<file path="src/rtl/tpu_pkg.sv">
// Shared TPU types: byte lanes, weight-buffer addressing and read latency.
// Pure declarations; no logic lives here.
package tpu_pkg;

  localparam int BYTE_WIDTH          = 8;
  localparam int WEIGHT_ADDR_WIDTH   = 8;
  localparam int WEIGHT_READ_LATENCY = 3;

  typedef logic [BYTE_WIDTH-1:0]        byte_type;
  typedef logic [WEIGHT_ADDR_WIDTH-1:0] weight_addr_type;

  typedef enum logic [1:0] {
    ST_IDLE  = 2'd0,
    ST_FETCH = 2'd1,
    ST_DRAIN = 2'd2
  } wc_state_e;

endpackage

</file>
<file path="src/rtl/weight_control.sv">
// Streams up to MATRIX_WIDTH weight rows from the weight buffer into the array; rows land WEIGHT_READ_LATENCY enabled cycles after issue.
// enable=0 freezes every register and suppresses reads/strobes; new instructions are only taken in IDLE.
module weight_control
  import tpu_pkg::*;
#(
  parameter int MATRIX_WIDTH  = 14,
  parameter int ROW_CNT_WIDTH = $clog2(MATRIX_WIDTH + 1)
) (
  input  logic                              clk,
  input  logic                              rst,
  input  logic                              enable,
  input  logic                              instr_valid,
  output logic                              instr_ready,
  input  weight_addr_type                   instr_weight_addr,
  input  logic [ROW_CNT_WIDTH-1:0]          instr_row_count,
  input  logic                              instr_signed,
  output logic                              busy,
  output weight_addr_type                   wb_addr,
  output logic                              wb_en,
  input  byte_type [MATRIX_WIDTH-1:0]       wb_read_port,
  output byte_type [MATRIX_WIDTH-1:0]       mmu_weight_data,
  output logic [$clog2(MATRIX_WIDTH)-1:0]   mmu_weight_row,
  output logic                              mmu_weight_load,
  output logic                              mmu_weight_signed,
  output logic                              done
);

  localparam int ROW_W = $clog2(MATRIX_WIDTH);
  localparam int LAT   = WEIGHT_READ_LATENCY;
  localparam logic [ROW_CNT_WIDTH-1:0] MAX_ROWS = ROW_CNT_WIDTH'(MATRIX_WIDTH);

  wc_state_e                state_q, state_d;
  weight_addr_type          addr_q, addr_d;
  logic [ROW_CNT_WIDTH-1:0] idx_q, idx_d;
  logic [ROW_CNT_WIDTH-1:0] count_q, count_d;
  logic                     signed_q, signed_d;
  logic [LAT-1:0]           vld_q, vld_d;
  logic [ROW_W-1:0]         row_q [LAT];
  logic [ROW_W-1:0]         row_d [LAT];

  logic [ROW_CNT_WIDTH-1:0] req_count;
  logic                     accept;
  logic                     issue;
  logic                     last_issue;
  logic                     pipe_empty;

  assign req_count  = (instr_row_count > MAX_ROWS) ? MAX_ROWS : instr_row_count;
  assign accept     = (state_q == ST_IDLE) && instr_valid && enable;
  assign issue      = (state_q == ST_FETCH) && enable;
  assign last_issue = (idx_q == count_q - 1'b1);
  assign pipe_empty = (vld_q == '0);

  always_ff @(posedge clk) begin
    if (rst) begin
      state_q <= ST_IDLE;
    end else begin
      state_q <= state_d;
    end
  end

  always_comb begin
    state_d = state_q;
    if (enable) begin
      case (state_q)
        ST_IDLE:  if (instr_valid) state_d = (req_count == '0) ? ST_DRAIN : ST_FETCH;
        ST_FETCH: if (last_issue)  state_d = ST_DRAIN;
        ST_DRAIN: if (pipe_empty)  state_d = ST_IDLE;
        default:                   state_d = ST_IDLE;
      endcase
    end
  end

  // Read-issue bookkeeping plus the valid/row-tag shadow of the buffer's read pipeline.
  always_comb begin
    addr_d   = addr_q;
    idx_d    = idx_q;
    count_d  = count_q;
    signed_d = signed_q;
    vld_d    = vld_q;
    for (int i = 0; i < LAT; i++) row_d[i] = row_q[i];

    if (accept) begin
      addr_d   = instr_weight_addr;
      idx_d    = '0;
      count_d  = req_count;
      signed_d = instr_signed;
    end else if (issue) begin
      addr_d = addr_q + 1'b1;
      idx_d  = idx_q + 1'b1;
    end

    if (enable) begin
      vld_d    = {vld_q[LAT-2:0], issue};
      row_d[0] = idx_q[ROW_W-1:0];
      for (int i = 1; i < LAT; i++) row_d[i] = row_q[i-1];
    end
  end

  always_ff @(posedge clk) begin
    if (rst) begin
      addr_q   <= '0;
      idx_q    <= '0;
      count_q  <= '0;
      signed_q <= 1'b0;
      vld_q    <= '0;
      for (int i = 0; i < LAT; i++) row_q[i] <= '0;
    end else begin
      addr_q   <= addr_d;
      idx_q    <= idx_d;
      count_q  <= count_d;
      signed_q <= signed_d;
      vld_q    <= vld_d;
      row_q    <= row_d;
    end
  end

  // Outputs are forced to their idle values while rst is high, even before state has cleared.
  always_comb begin
    instr_ready       = 1'b1;
    busy              = 1'b0;
    wb_en             = 1'b0;
    wb_addr           = '0;
    mmu_weight_load   = 1'b0;
    mmu_weight_row    = '0;
    mmu_weight_signed = 1'b0;
    done              = 1'b0;
    if (!rst) begin
      instr_ready       = (state_q == ST_IDLE);
      busy              = (state_q != ST_IDLE);
      wb_en             = issue;
      wb_addr           = addr_q;
      mmu_weight_load   = vld_q[LAT-1] && enable;
      mmu_weight_row    = row_q[LAT-1];
      mmu_weight_signed = signed_q;
      done              = (state_q == ST_DRAIN) && pipe_empty && enable;
    end
  end

  assign mmu_weight_data = wb_read_port;

endmodule

</file>
<file path="config.mk">
export PLATFORM = sky130hd
export DESIGN_NAME = weight_control
export DESIGN_NICKNAME = d
export VERILOG_FILES = /design/src/rtl/tpu_pkg.sv /design/src/rtl/weight_control.sv
export SDC_FILE = /design/constraint.sdc
export NUM_CORES = 1
export LEC_CHECK = 0
export BUFFER_PORTS_ARGS = -buffer_cell sky130_fd_sc_hd__buf_2
export CAP_MARGIN = 10
export CORE_AREA = 2 2 100 102
export DETAILED_ROUTE_END_ITERATION = 10
export DIE_AREA = 0 0 102 104
export PLACE_DENSITY_LB_ADDON = 0.12
export SLEW_MARGIN = 20
export SYNTH_ARGS = -nofsm -noshare
export SYNTH_HDL_FRONTEND = slang
export SYNTH_SLANG_ARGS = --single-unit
</file>
<file path="constraint.sdc">
create_clock -name clk -period 1.33 [get_ports clk]
set_input_delay 0.1995 -clock clk [delete_from_list [all_inputs] [get_ports clk]]
set_output_delay 0.1995 -clock clk [all_outputs]
set_load 0.02 [all_outputs]
</file>
==> summary.md, run 1 <==
| Metric | Value |
|---|---|
| Syn. warnings | 0 |
| Static Leakage | 1.114 nW |
| Relative slew slack | 0.7933 |
| RD Place Congestion | 0.6997 |
| Final hold violation count | 0 |
| Synth top cells by count | buf_4 (114), dfxtp_1 (34), nor2_1 (25) |
| Crit Path Class | reg2out |
| Sequential area share after synthesis | 0.2704 |
| Starting DRT DRC Count | 32 |
| # IOs | 259 |
| CP max FO | 2 |
| Tcrit/Tclk final | 1.145 |
| Crit path max-delay cell type | dfxtp_2 |
| Fmax | 656.8 MHz |
| PD cells | 1114 nW/um^2 |
| Critical Path Sink | done |
| Worst-Margin Slew | 0.3100 ns |
| Clock power frac | 0.417 |
| Root Driver | clkbuf_8 |
| Slack of the critical path | -0.1926 ns |
| Peak VDD IR | 0.0004570 V |
| Arr. time, crit path | 1.32 ns |
| Mapped cell area | 2517 um^2 |
| Data required, critical path | 1.13 ns |
| Clk sink count | 34 |
| Cell variety after synth | 32 |
| CTS tree | done |
| H-tree depth | 2 |
| Reg-to-Reg Start | state_q[0] |
| Worst-case clock buffer depth | 2 |
| Die width | 102 um |
| Fillcell total | 1,059 |
| IO buf count | 34 |
| Most common cell in the netlist | buf_4 |
| Hold WC Path Type | in2reg |
| WP depth | 3 |
| EDFF count, synth | 0 |
| Vias in the first global route | 1,608 |
| Flop-to-flop setup slack | -0.16 ns |
| Drt pass-1 iters | 4 |
| Area fraction of the dominant cell type after synthesis | 0.3400 |
| Hold Slack | 0.1637 ns |
| First-pass GRT wire length | 8.328 mm |
| Initial core utilization | 0.2636 |
| Vias per cell | 4.155 |
| R2r endpoint | state_q[1] |
| Cell-internal power | 2.157 mW |
| CP top delay family | simple AND/OR/NAND/NOR gates |
| Final-report max-slew violation count | 0 |
| Detail Route Antenna Nets | 0 |
| Startpoint Class | flop |
| Clk slew on worst S/H paths | 0.08 ns |
| Power share of the combinational group | 0.195 |
| DRT Wirelength | 5.371 mm |
| Clk_skew | 0.005581 ns |
| P_sw | 0.7040 mW |
| Area growth from synthesis to layout | 2.038% |
| Top post-synthesis cells by area | buf_4 (34%), dfxtp_1 (27%), mux2i_1 (6.0%) |
| Via Count | 1,583 |
| Number of max-cap violations | 0 |
| DP Worst Slack | -0.1359 ns |
| Antenna cells | 0 |
| WL/cell | 14.10 um |
| R2R cell count | 5 |
| Status | complete, but fails checks |
| Final HPWL DP | 3.862 mm |
| Grt ovf | 0 |
| Worst Setup SP | vld_q[2] |
| Die H | 104 um |
| Final worst path period need | 1.523 ns |
| Syn nets | 430 |
| Slowest cell delay on critical path | 0.34 ns |
| Synth area leader | buf_4 |
| Mean Syn Cell Area | 8.448 um^2 |
| CTS Buf Count | 5 |
| Power share of the sequential group | 0.388 |
| Total Nets Final | 379 |
| Worst-path cell chain | nor4b_4 > nor4bb_4 > buf_4 |
| Core ar. | 9549 um^2 |
| Sw Share | 0.2461 |
| Final core occ | 0.2690 |
| Element type at the critical path end | output pin |
| Unrepaired setup endpoints after global routing | yes |
| Pin count of the biggest net entering global routing | 25 |
| Asr flop ratio synth | 0 |
| Drc violations | 0 |
| Cells after Synth | 298 |
| Failing checks | negative setup slack |
| WP buf/inv | 1 |
| Die Area | 10,610 um^2 |
| Initial antenna violation count | 0 |
| Final setup fails | 6 |
| Insertion delay to the later sink of the worst-skew pair | 0.28 ns |
| Share of layout cells above drive strength 1 | 0.4274 |
| Register bit count reported by yosys | 34 |
| All-layer global routing usage | 0.1000 |
| Most common flop cell mapped by yosys | dfxtp_1 |
| FP Rows | 36 |
layout by cell type (no fill, tap or decap), drive strengths merged:
| master | synthesis | layout |
|---|---|---|
| mux2i | 15 | 15 |
| o32ai | 1 | 1 |
| bufinv | 0 | 2 |
| nor3 | 7 | 7 |
| nor4b | 1 | 1 |
| nor2 | 25 | 25 |
| o31ai | 1 | 1 |
| inv | 3 | 3 |
| buf | 116 | 66 |
| clkbuf | 8 | 6 |
| xor2 | 7 | 7 |
| and3b | 3 | 3 |
| or4 | 1 | 1 |
| xnor2 | 9 | 9 |
| a311oi | 1 | 1 |
| a211oi | 7 | 7 |
| nor4 | 2 | 2 |
| nand2 | 19 | 19 |
| nor2b | 14 | 14 |
| dfxtp | 34 | 34 |
| nor4bb | 1 | 1 |
| o311a | 1 | 1 |
| or2 | 1 | 1 |
| nand3b | 3 | 3 |
| ha | 3 | 3 |
| nand3 | 3 | 3 |
| nand4 | 3 | 3 |
| o211ai | 1 | 1 |
| nand2b | 1 | 1 |
| a21oi | 7 | 7 |
what timing repair did:
item / CTS / global route
gates cloned: 0 / 1
resized for setup: 31 / 16
pin swaps: 7 / 13
hold buffers: 0 / 0
setup buffers: 4 / 2
endpoints found under the hold margin: 0 / 0
setup endpoints to repair: 10 / 15
sequential cells by signal, summed over array words and instances (netlist names):
signal / flops
row_q: 12
idx_q: 4
count_q: 4
vld_q: 3
signed_q: 1
addr_q: 8
state_q: 2
kinds of logic after synthesis:
group | Yosys count | share of synthesized area
fa+ha+maj | 3 | 0.01491
simple gates | 84 | 0.1834
xor+xnor | 16 | 0.05567
flops | 34 | 0.2704
compound gates | 19 | 0.05566
mux | 15 | 0.05964
buf+inv | 127 | 0.3603
final cells by class:
class | instances | area, um^2 | share of cell area
well taps | 133 | 166.4 | 0.06478
clock inverters | 2 | 60.06 | 0.02338
clock buffers | 6 | 82.58 | 0.03215
flip-flops and latches | 34 | 695.7 | 0.2708
multi-input cells | 137 | 1055 | 0.4106
inverters | 3 | 11.26 | 0.004384
repair buffers | 66 | 498.0 | 0.1939
worst min-delay path, stage by stage:
cell	delay, ns
buf_2	0.12
nand3_4	0.05
a21oi_2	0.04
stage by stage:
step / setup TNS [ns] / total power, mW / std cells / cell area [um^2]
final: -0.8596 / 2.861 / 381 / 2569
after global routing: -1.399 / 3.017 / 381 / 2569
after CTS: -0.9961 / 2.893 / 379 / 2501
after detailed placement: -0.5134 / 1.612 / 367 / 2218
after global placement: -0.4554 / 1.618 / 367 / 2218
after floorplan: -0.03865 / 1.885 / 298 / 2545
routing by layer:
metal,up-vias,share of wire,routed length (um),track usage
li1,753,-,-,-
met4,0,0.045,240,0.06000
met3,44,0.088,472,0.03562
met1,719,0.41,2208,0.1190
met5,-,0,0,0
met2,67,0.46,2449,0.1523
power by group through the flow:
stage | logic, mW | clock network [mW] | registers, mW
3_3_place_gp | 0.488 | 0 | 1.13
3_5_place_dp | 0.482 | 0 | 1.13
6_report | 0.559 | 1.19 | 1.11
2_1_floorplan | 0.764 | 0 | 1.12
4_1_cts | 0.544 | 1.24 | 1.11
5_1_grt | 0.616 | 1.28 | 1.12
how the worst min path moves through the flow:
| stage | slack [ns] | end | depth (start not counted) | from |
|---|---|---|---|---|
| after floorplan | 0.33 | count_q[1] | 2 | instr_row_count[1] |
| after global placement | 0.40 | mmu_weight_data[103] | 0 | wb_read_port[103] |
| after detailed placement | 0.40 | mmu_weight_data[103] | 0 | wb_read_port[103] |
| after CTS | 0.16 | count_q[3] | 3 | instr_row_count[3] |
| after global routing | 0.16 | count_q[0] | 3 | instr_row_count[0] |
| final | 0.16 | count_q[0] | 3 | instr_row_count[0] |
Power figures use the tool's default switching activity.
==> inputs of run 2 (changes only) <==
--- a/config.mk
+++ b/config.mk
@@ -7,9 +7,10 @@
 export LEC_CHECK = 0
 export BUFFER_PORTS_ARGS = -buffer_cell sky130_fd_sc_hd__buf_2
 export CAP_MARGIN = 10
-export CORE_AREA = 2 2 100 102
+export CORE_AREA = 2 2 102 104
+export CTS_BUF_LIST = sky130_fd_sc_hd__clkbuf_4
 export DETAILED_ROUTE_END_ITERATION = 10
-export DIE_AREA = 0 0 102 104
+export DIE_AREA = 0 0 104 106
 export PLACE_DENSITY_LB_ADDON = 0.12
 export SLEW_MARGIN = 20
 export SYNTH_ARGS = -nofsm -noshare
==> run 2 against run 1 <==
  * The flow still finishes with violations (negative setup slack)
  * Count of clock-buffer cells in the layout shrank 1
  * Final area is 2.2% higher
  * Register-to-register slack about the same
  * Combinational power increased by 6.4%
  * Non-clock buffer count grew 4
  * Hold slack got worse by 0.057 ns
  * Critical path type unchanged
  * Highest routed layer unchanged
==> summary.md, run 2 (synthesized netlist as in run 1, its figures left out) <==
| Metric | Value |
|---|---|
| Commonest non-fill, non-tap cells in the layout | buf_4 (27), buf_2 (25), nor2_1 (24) (was buf_2 (29), dfxtp_1 (26), nor2_1 (24), buf_4 (24), nand2_1 (19)) |
| Static Leakage | 1.135 nW (was 1.114 nW) |
| CTS Buf Count | 5 (unchanged) |
| Worst-Margin Slew | 0.2809 ns (was 0.3100 ns) |
| All-layer global routing usage | 0.09261 (was 0.1000) |
| WP buf/inv | 1 (unchanged) |
| Status | complete, but fails checks (unchanged) |
| Pin count of the biggest net entering global routing | 22 (was 25) |
| Largest registers | row_q (12), addr_q (8) (unchanged) |
| Crit path max-delay cell type | dfxtp_2 (unchanged) |
| WHS Endpoint | signed_q (was count_q[0]) |
| R2R cell count | 5 (unchanged) |
| Via Count | 1,592 (was 1,583) |
| Number of max-cap violations | 0 (unchanged) |
| Arr. time, crit path | 1.38 ns (was 1.32 ns) |
| H-tree depth | 2 (unchanged) |
| Die Area | 11,020 um^2 (was 10,610 um^2) |
| Clk sink count | 34 (unchanged) |
| Hold Path Origin | instr_signed (was instr_row_count[0]) |
| CP max FO | 2 (unchanged) |
| Total Nets Final | 383 (was 379) |
| Final worst path period need | 1.582 ns (was 1.523 ns) |
| First-pass GRT wire length | 8.424 mm (was 8.328 mm) |
| Unrepaired setup endpoints after global routing | yes (unchanged) |
| Final-report max-slew violation count | 0 (unchanged) |
| Hold buffers post-CTS | 0 (unchanged) |
| Drc violations | 0 (unchanged) |
| Final HPWL DP | 3.658 mm (was 3.862 mm) |
| Failing checks | negative setup slack (unchanged) |
| DP Worst Slack | -0.09089 ns (was -0.1359 ns) |
| Final hold violation count | 0 (unchanged) |
| R2r endpoint | state_q[1] (unchanged) |
| Root Driver | clkbuf_4 (was clkbuf_8) |
| RD Place Congestion | 0.6542 (was 0.6997) |
| Tcrit/Tclk final | 1.190 (was 1.145) |
| Vias per cell | 4.103 (was 4.155) |
| Vias in the first global route | 1,719 (was 1,608) |
| Area after DPL | 2225 um^2 (was 2218 um^2) |
| Max FFs per register | 12 (unchanged) |
| Met2 global-route usage | 0.1452 (was 0.1523) |
| Die width | 104 um (was 102 um) |
| Final core occ | 0.2625 (was 0.2690) |
| Startpoint Class | flop (unchanged) |
| Initial core utilization | 0.2518 (was 0.2636) |
| IO buf count | 34 (unchanged) |
| Clk slew on worst S/H paths | 0.13 ns (was 0.08 ns) |
| Hold path depth | 3 (unchanged) |
| Peak VDD IR | 0.0003295 V (was 0.0004570 V) |
| CP top delay family | simple AND/OR/NAND/NOR gates (unchanged) |
| Fmax | 632.0 MHz (was 656.8 MHz) |
| Flop-to-flop setup slack | -0.15 ns (was -0.16 ns) |
| Slowest cell delay on critical path | 0.35 ns (was 0.34 ns) |
| PD cells | 1015 nW/um^2 (was 1114 nW/um^2) |
| Design area | 2625 um^2 (was 2569 um^2) |
| Final setup fails | 7 (was 6) |
| Clk_skew | 0.01231 ns (was 0.005581 ns) |
| Largest reg by FF count | row_q (unchanged) |
| GRT busiest layer | met2 (unchanged) |
| WL/cell | 12.94 um (was 14.10 um) |
| Die H | 106 um (was 104 um) |
| Worst-path cell chain | nor4b_4 > nor4bb_4 > buf_4 (unchanged) |
| DRT Wirelength | 5.019 mm (was 5.371 mm) |
| Share of layout cells above drive strength 1 | 0.4643 (was 0.4274) |
| Detail Route Antenna Nets | 0 (unchanged) |
| WP depth | 3 (unchanged) |
| Relative slew slack | 0.8114 (was 0.7933) |
| # IOs | 259 (unchanged) |
| Grt ovf | 0 (unchanged) |
| GRT met1 Usage | 0.1081 (was 0.1190) |
| Antenna cells | 0 (unchanged) |
| Drt pass-1 iters | 4 (unchanged) |
| Crit Path Class | reg2out (unchanged) |
| Area growth from synthesis to layout | 4.274% (was 2.038%) |
| Hold WC Path Type | in2reg (unchanged) |
| FP Rows | 37 (was 36) |
| Worst-case clock buffer depth | 2 (unchanged) |
| Starting DRT DRC Count | 16 (was 32) |
| Slack of the critical path | -0.2523 ns (was -0.1926 ns) |
| Data required, critical path | 1.13 ns (about the same) |
| Commonest non-fill, non-tap cell in the layout | buf_4 (was buf_2) |
| Initial antenna violation count | 0 (unchanged) |
| Core ar. | 10000 um^2 (was 9549 um^2) |
| Insertion delay to the later sink of the worst-skew pair | 0.34 ns (was 0.28 ns) |
| Element type at the critical path end | output pin (unchanged) |
| Reg-to-Reg Start | state_q[1] (was state_q[0]) |
| CTS tree | done (unchanged) |
| Met3 Track Usage GR | 0.04476 (was 0.03562) |
-- run 2: timing repair --
item | 4_1_cts | 5_1_grt
endpoints found under the setup margin | 12 | 24
gates resized for setup | 32 | 33
buffers inserted | 7 | 1
pin swaps | 8 | 10
-- run 2: through the flow --
stage	total power [mW]	TNS (ns)	std cells	hold WS [ns]
after floorplan	1.885	-0.03865	298	0.3279
after global placement	1.613	-0.2244	372	0.3991
after detailed placement	1.606	-0.3310	372	0.3991
after CTS	2.651	-1.188	387	0.08228
after global routing	2.816	-1.645	388	0.1043
final	2.665	-1.059	388	0.1067
-- run 2: worst max path at each step --
stage | start | to
2_1_floorplan | state_q[0] | addr_q[3]
3_3_place_gp | state_q[1] | done
3_5_place_dp | state_q[1] | done
4_1_cts | vld_q[0] | done
5_1_grt | vld_q[0] | done
6_report | vld_q[0] | done
-- run 2: final cells by class --
class / count / area [um^2]
fill: 1111 / 7375
inverter: 3 / 11.26
multi-input combinational: 137 / 1094
clock inverter: 3 / 63.81
sequential: 34 / 700.7
tap: 136 / 170.2
timing repair buffer: 70 / 548.0
clock buffer: 5 / 37.54
-- run 2: report_power, final --
| part | internal (mW) | total, mW | switching [mW] |
|---|---|---|---|
| sequential | 1.07 | 1.11 | 0.0389 |
| combinational | 0.311 | 0.595 | 0.283 |
| clock | 0.580 | 0.964 | 0.385 |
| total | 1.96 | 2.66 | 0.707 |
-- run 2: worst min-delay path, cell delays in order --
cell     delay [ns]
buf_2          0.10
nand2_1        0.05
a21oi_1        0.05
-- run 2: metal layers --
layer,routed length [um],share of wire
met3,456,0.091
met4,89,0.018
met5,0,0
met2,2269,0.45
met1,2205,0.44
==> inputs of run 3 (changes only) <==
--- a/config.mk
+++ b/config.mk
@@ -7,10 +7,10 @@
 export LEC_CHECK = 0
 export BUFFER_PORTS_ARGS = -buffer_cell sky130_fd_sc_hd__buf_2
 export CAP_MARGIN = 10
-export CORE_AREA = 2 2 102 104
+export CORE_AREA = 2 2 101 103
 export CTS_BUF_LIST = sky130_fd_sc_hd__clkbuf_4
 export DETAILED_ROUTE_END_ITERATION = 10
-export DIE_AREA = 0 0 104 106
+export DIE_AREA = 0 0 103 105
 export PLACE_DENSITY_LB_ADDON = 0.12
 export SLEW_MARGIN = 20
 export SYNTH_ARGS = -nofsm -noshare
==> constraint.sdc (replaced) <==
create_clock -name clk -period 1.85 [get_ports clk]
set_input_delay 0.2775 -clock clk [delete_from_list [all_inputs] [get_ports clk]]
set_output_delay 0.2775 -clock clk [all_outputs]
set_load 0.02 [all_outputs]
==> run 3 against run 2 <==
  * The flow now finishes without violations
  * First-iteration DRC count rose to 5.3 times the previous value
  * Hold slack better by 0.065 ns
  * Die area shrank 1.9%
  * Critical path depth is 1 higher
  * Worst setup slack improved by 0.38 ns
  * Wire length is 3.5% lower
  * Clock power fell by 57%
  * Combinational power shrank 58%
  * Critical path type unchanged
==> summary.md, run 3 (synthesized netlist as in run 1, its figures left out) <==
| Metric | Value |
|---|---|
| Commonest non-fill, non-tap cell in the layout | buf_2 (was buf_4) |
| Area growth from synthesis to layout | -17.20% (was 4.274%) |
| Worst-case clock buffer depth | 2 (unchanged) |
| Crit Path Class | reg2out (unchanged) |
| Clk slew on worst S/H paths | 0.12 ns (was 0.13 ns) |
| Sw Share | 0.2997 (was 0.2654) |
| All-layer global routing usage | 0.08938 (was 0.09261) |
| Total Nets Final | 352 (was 383) |
| Fmax | 581.7 MHz |
| Clk sink count | 34 (unchanged) |
| Commonest non-fill, non-tap cells in the layout | buf_2 (33), dfxtp_1 (32), nor2_1 (25) (was buf_4 (27), buf_2 (25), nor2_1 (24)) |
| Area after DPL | 2001 um^2 (was 2225 um^2) |
| Total power | 1.477 mW (was 2.665 mW) |
| Vias per cell | 4.212 (was 4.103) |
| Clk_skew | 0.01472 ns (was 0.01231 ns) |
| Hold WC Path Type | in2reg (unchanged) |
| Initial core utilization | 0.2612 (was 0.2518) |
| CP max FO | 10 (was 2) |
| Worst-path cell chain | nor2_1 > or2_2 > inv_1 > buf_2 (was nor4b_4 > nor4bb_4 > buf_4) |
| IO buf count | 34 (unchanged) |
| # IOs | 259 (unchanged) |
| Drc violations | 0 (unchanged) |
| CTS tree | done (unchanged) |
| Worst-Margin Slew | 0.4160 ns (was 0.2809 ns) |
| Power share of the sequential group | 0.549 (was 0.415) |
| WL/cell | 13.68 um (was 12.94 um) |
| Antenna cells | 0 (unchanged) |
| Pin count of the biggest net entering global routing | 30 (was 22) |
| Max FFs per register | 12 (unchanged) |
| Die width | 103 um (was 104 um) |
| Number of max-cap violations | 0 (unchanged) |
| Static Leakage | 0.8571 nW (was 1.135 nW) |
| Startpoint Class | flop (unchanged) |
| Final setup fails | 0 (was 7) |
| Arr. time, crit path | 1.44 ns (was 1.38 ns) |
| Data required, critical path | 1.57 ns (was 1.13 ns) |
| WHS Endpoint | signed_q (unchanged) |
| Peak VDD IR | 0.0002061 V (was 0.0003295 V) |
| Final worst path period need | 1.719 ns |
| Reg-to-Reg Start | state_q[0] (was state_q[1]) |
| Cell-internal power | 1.034 mW (was 1.957 mW) |
| P_sw | 0.4426 mW (was 0.7071 mW) |
| Share of layout cells above drive strength 1 | 0.2534 (was 0.4643) |
| R2R cell count | 4 (was 5) |
| Die H | 105 um (was 106 um) |
| Clock power frac | 0.282 (was 0.362) |
| Crit path max-delay cell type | dfxtp_2 (unchanged) |
| Hold path depth | 3 (unchanged) |
| Largest registers | row_q (12), addr_q (8) (unchanged) |
| Initial antenna violation count | 0 (unchanged) |
| Die Area | 10,820 um^2 (was 11,020 um^2) |
| Final HPWL DP | 3.591 mm (was 3.658 mm) |
| Detail Route Antenna Nets | 0 (unchanged) |
| Design area | 2085 um^2 (was 2625 um^2) |
| H-tree depth | 2 (unchanged) |
| Flop-to-flop setup slack | 0.28 ns (was -0.15 ns) |
| Relative slew slack | 0.7227 (was 0.8114) |
| Status | completed (was complete, but fails checks) |
| Hold Path Origin | instr_signed (unchanged) |
| Slowest cell delay on critical path | 0.48 ns (was 0.35 ns) |
| Final-report max-slew violation count | 0 (unchanged) |
| Largest reg by FF count | row_q (unchanged) |
| Root Driver | clkbuf_4 (unchanged) |
| Via Count | 1,491 (was 1,592) |
| FP Rows | 36 (was 37) |
| Core ar. | 9639 um^2 (was 10000 um^2) |
| RD Place Congestion | 0.6409 (was 0.6542) |
| Insertion delay to the later sink of the worst-skew pair | 0.33 ns (was 0.34 ns) |
| Drt pass-1 iters | 4 (unchanged) |
| R2r endpoint | addr_q[4] (was state_q[1]) |
| Vias in the first global route | 1,449 (was 1,719) |
| First-pass GRT wire length | 7.534 mm (was 8.424 mm) |
| Power share of the combinational group | 0.169 (was 0.223) |
| Final hold violation count | 0 (unchanged) |
| Element type at the critical path end | output pin (unchanged) |
| Tcrit/Tclk final | 0.9292 |
| CTS Buf Count | 5 (unchanged) |
| Hold buffers post-CTS | 0 (unchanged) |
| Starting DRT DRC Count | 85 (was 16) |
| Grt ovf | 0 (unchanged) |
| PD cells | 708.4 nW/um^2 (was 1015 nW/um^2) |
| DRT Wirelength | 4.843 mm (was 5.019 mm) |
-- run 3: area by class of cell --
class	instances	area, um^2
multi-input cells	137	944.7
fillers	1107	7555
well taps	133	166.4
clock inverters	2	8.758
repair buffers	39	222.7
inverters	3	11.26
clock buffers	6	45.04
flip-flops and latches	34	685.7
-- run 3: worst max-delay path by stage --
stage	start	end	slack [ns]
final	state_q[0]	busy	0.13
after floorplan	state_q[1]	done	0.14
after CTS	state_q[1]	done	-0.02
after global routing	state_q[0]	busy	-0.0009
after global placement	state_q[1]	done	0.22
after detailed placement	state_q[0]	addr_q[4]	0.20
-- run 3: repair_timing --
item / 4_1_cts / 5_1_grt
setup endpoints to repair: 2 / 1
pin swaps: 0 / 1
gates resized for setup: 2 / 4
setup buffers: 0 / 1
endpoints found under the hold margin: 0 / 0
-- run 3: power groups by stage --
stage / Sequential (mW) / Combinational (mW) / Clock (mW)
final: 0.810 / 0.250 / 0.417
after global routing: 0.818 / 0.281 / 0.489
after CTS: 0.811 / 0.253 / 0.448
after detailed placement: 0.826 / 0.252 / 0
after global placement: 0.827 / 0.254 / 0
after floorplan: 0.806 / 0.542 / 0
-- run 3: metal layers --
metal  share of wire  track usage
met1            0.41       0.1069
met2            0.45       0.1327
met3            0.10      0.04013
met5               0            0
met4           0.035      0.04699
-- run 3: critical path: cells and delay by family (launching register included) --
family	cells	cell delay, ns
flip-flops	1	0.48
AND/OR/NAND/NOR	2	0.43
buffers and inverters	2	0.20
-- run 3: through the flow --
step	hold WS (ns)	TNS, ns	setup slack, ns	std cells	utilization
after floorplan	0.4135	0	0.1448	298	-
after CTS	0.1510	-0.01901	-0.01901	353	0.2134
final	0.1712	0	0.1310	354	0.2163
after detailed placement	0.4456	0	0.2021	345	0.2076
after global routing	0.1497	-0.0009013	-0.0009013	354	0.2163
after global placement	0.4412	0	0.2187	345	0.2076
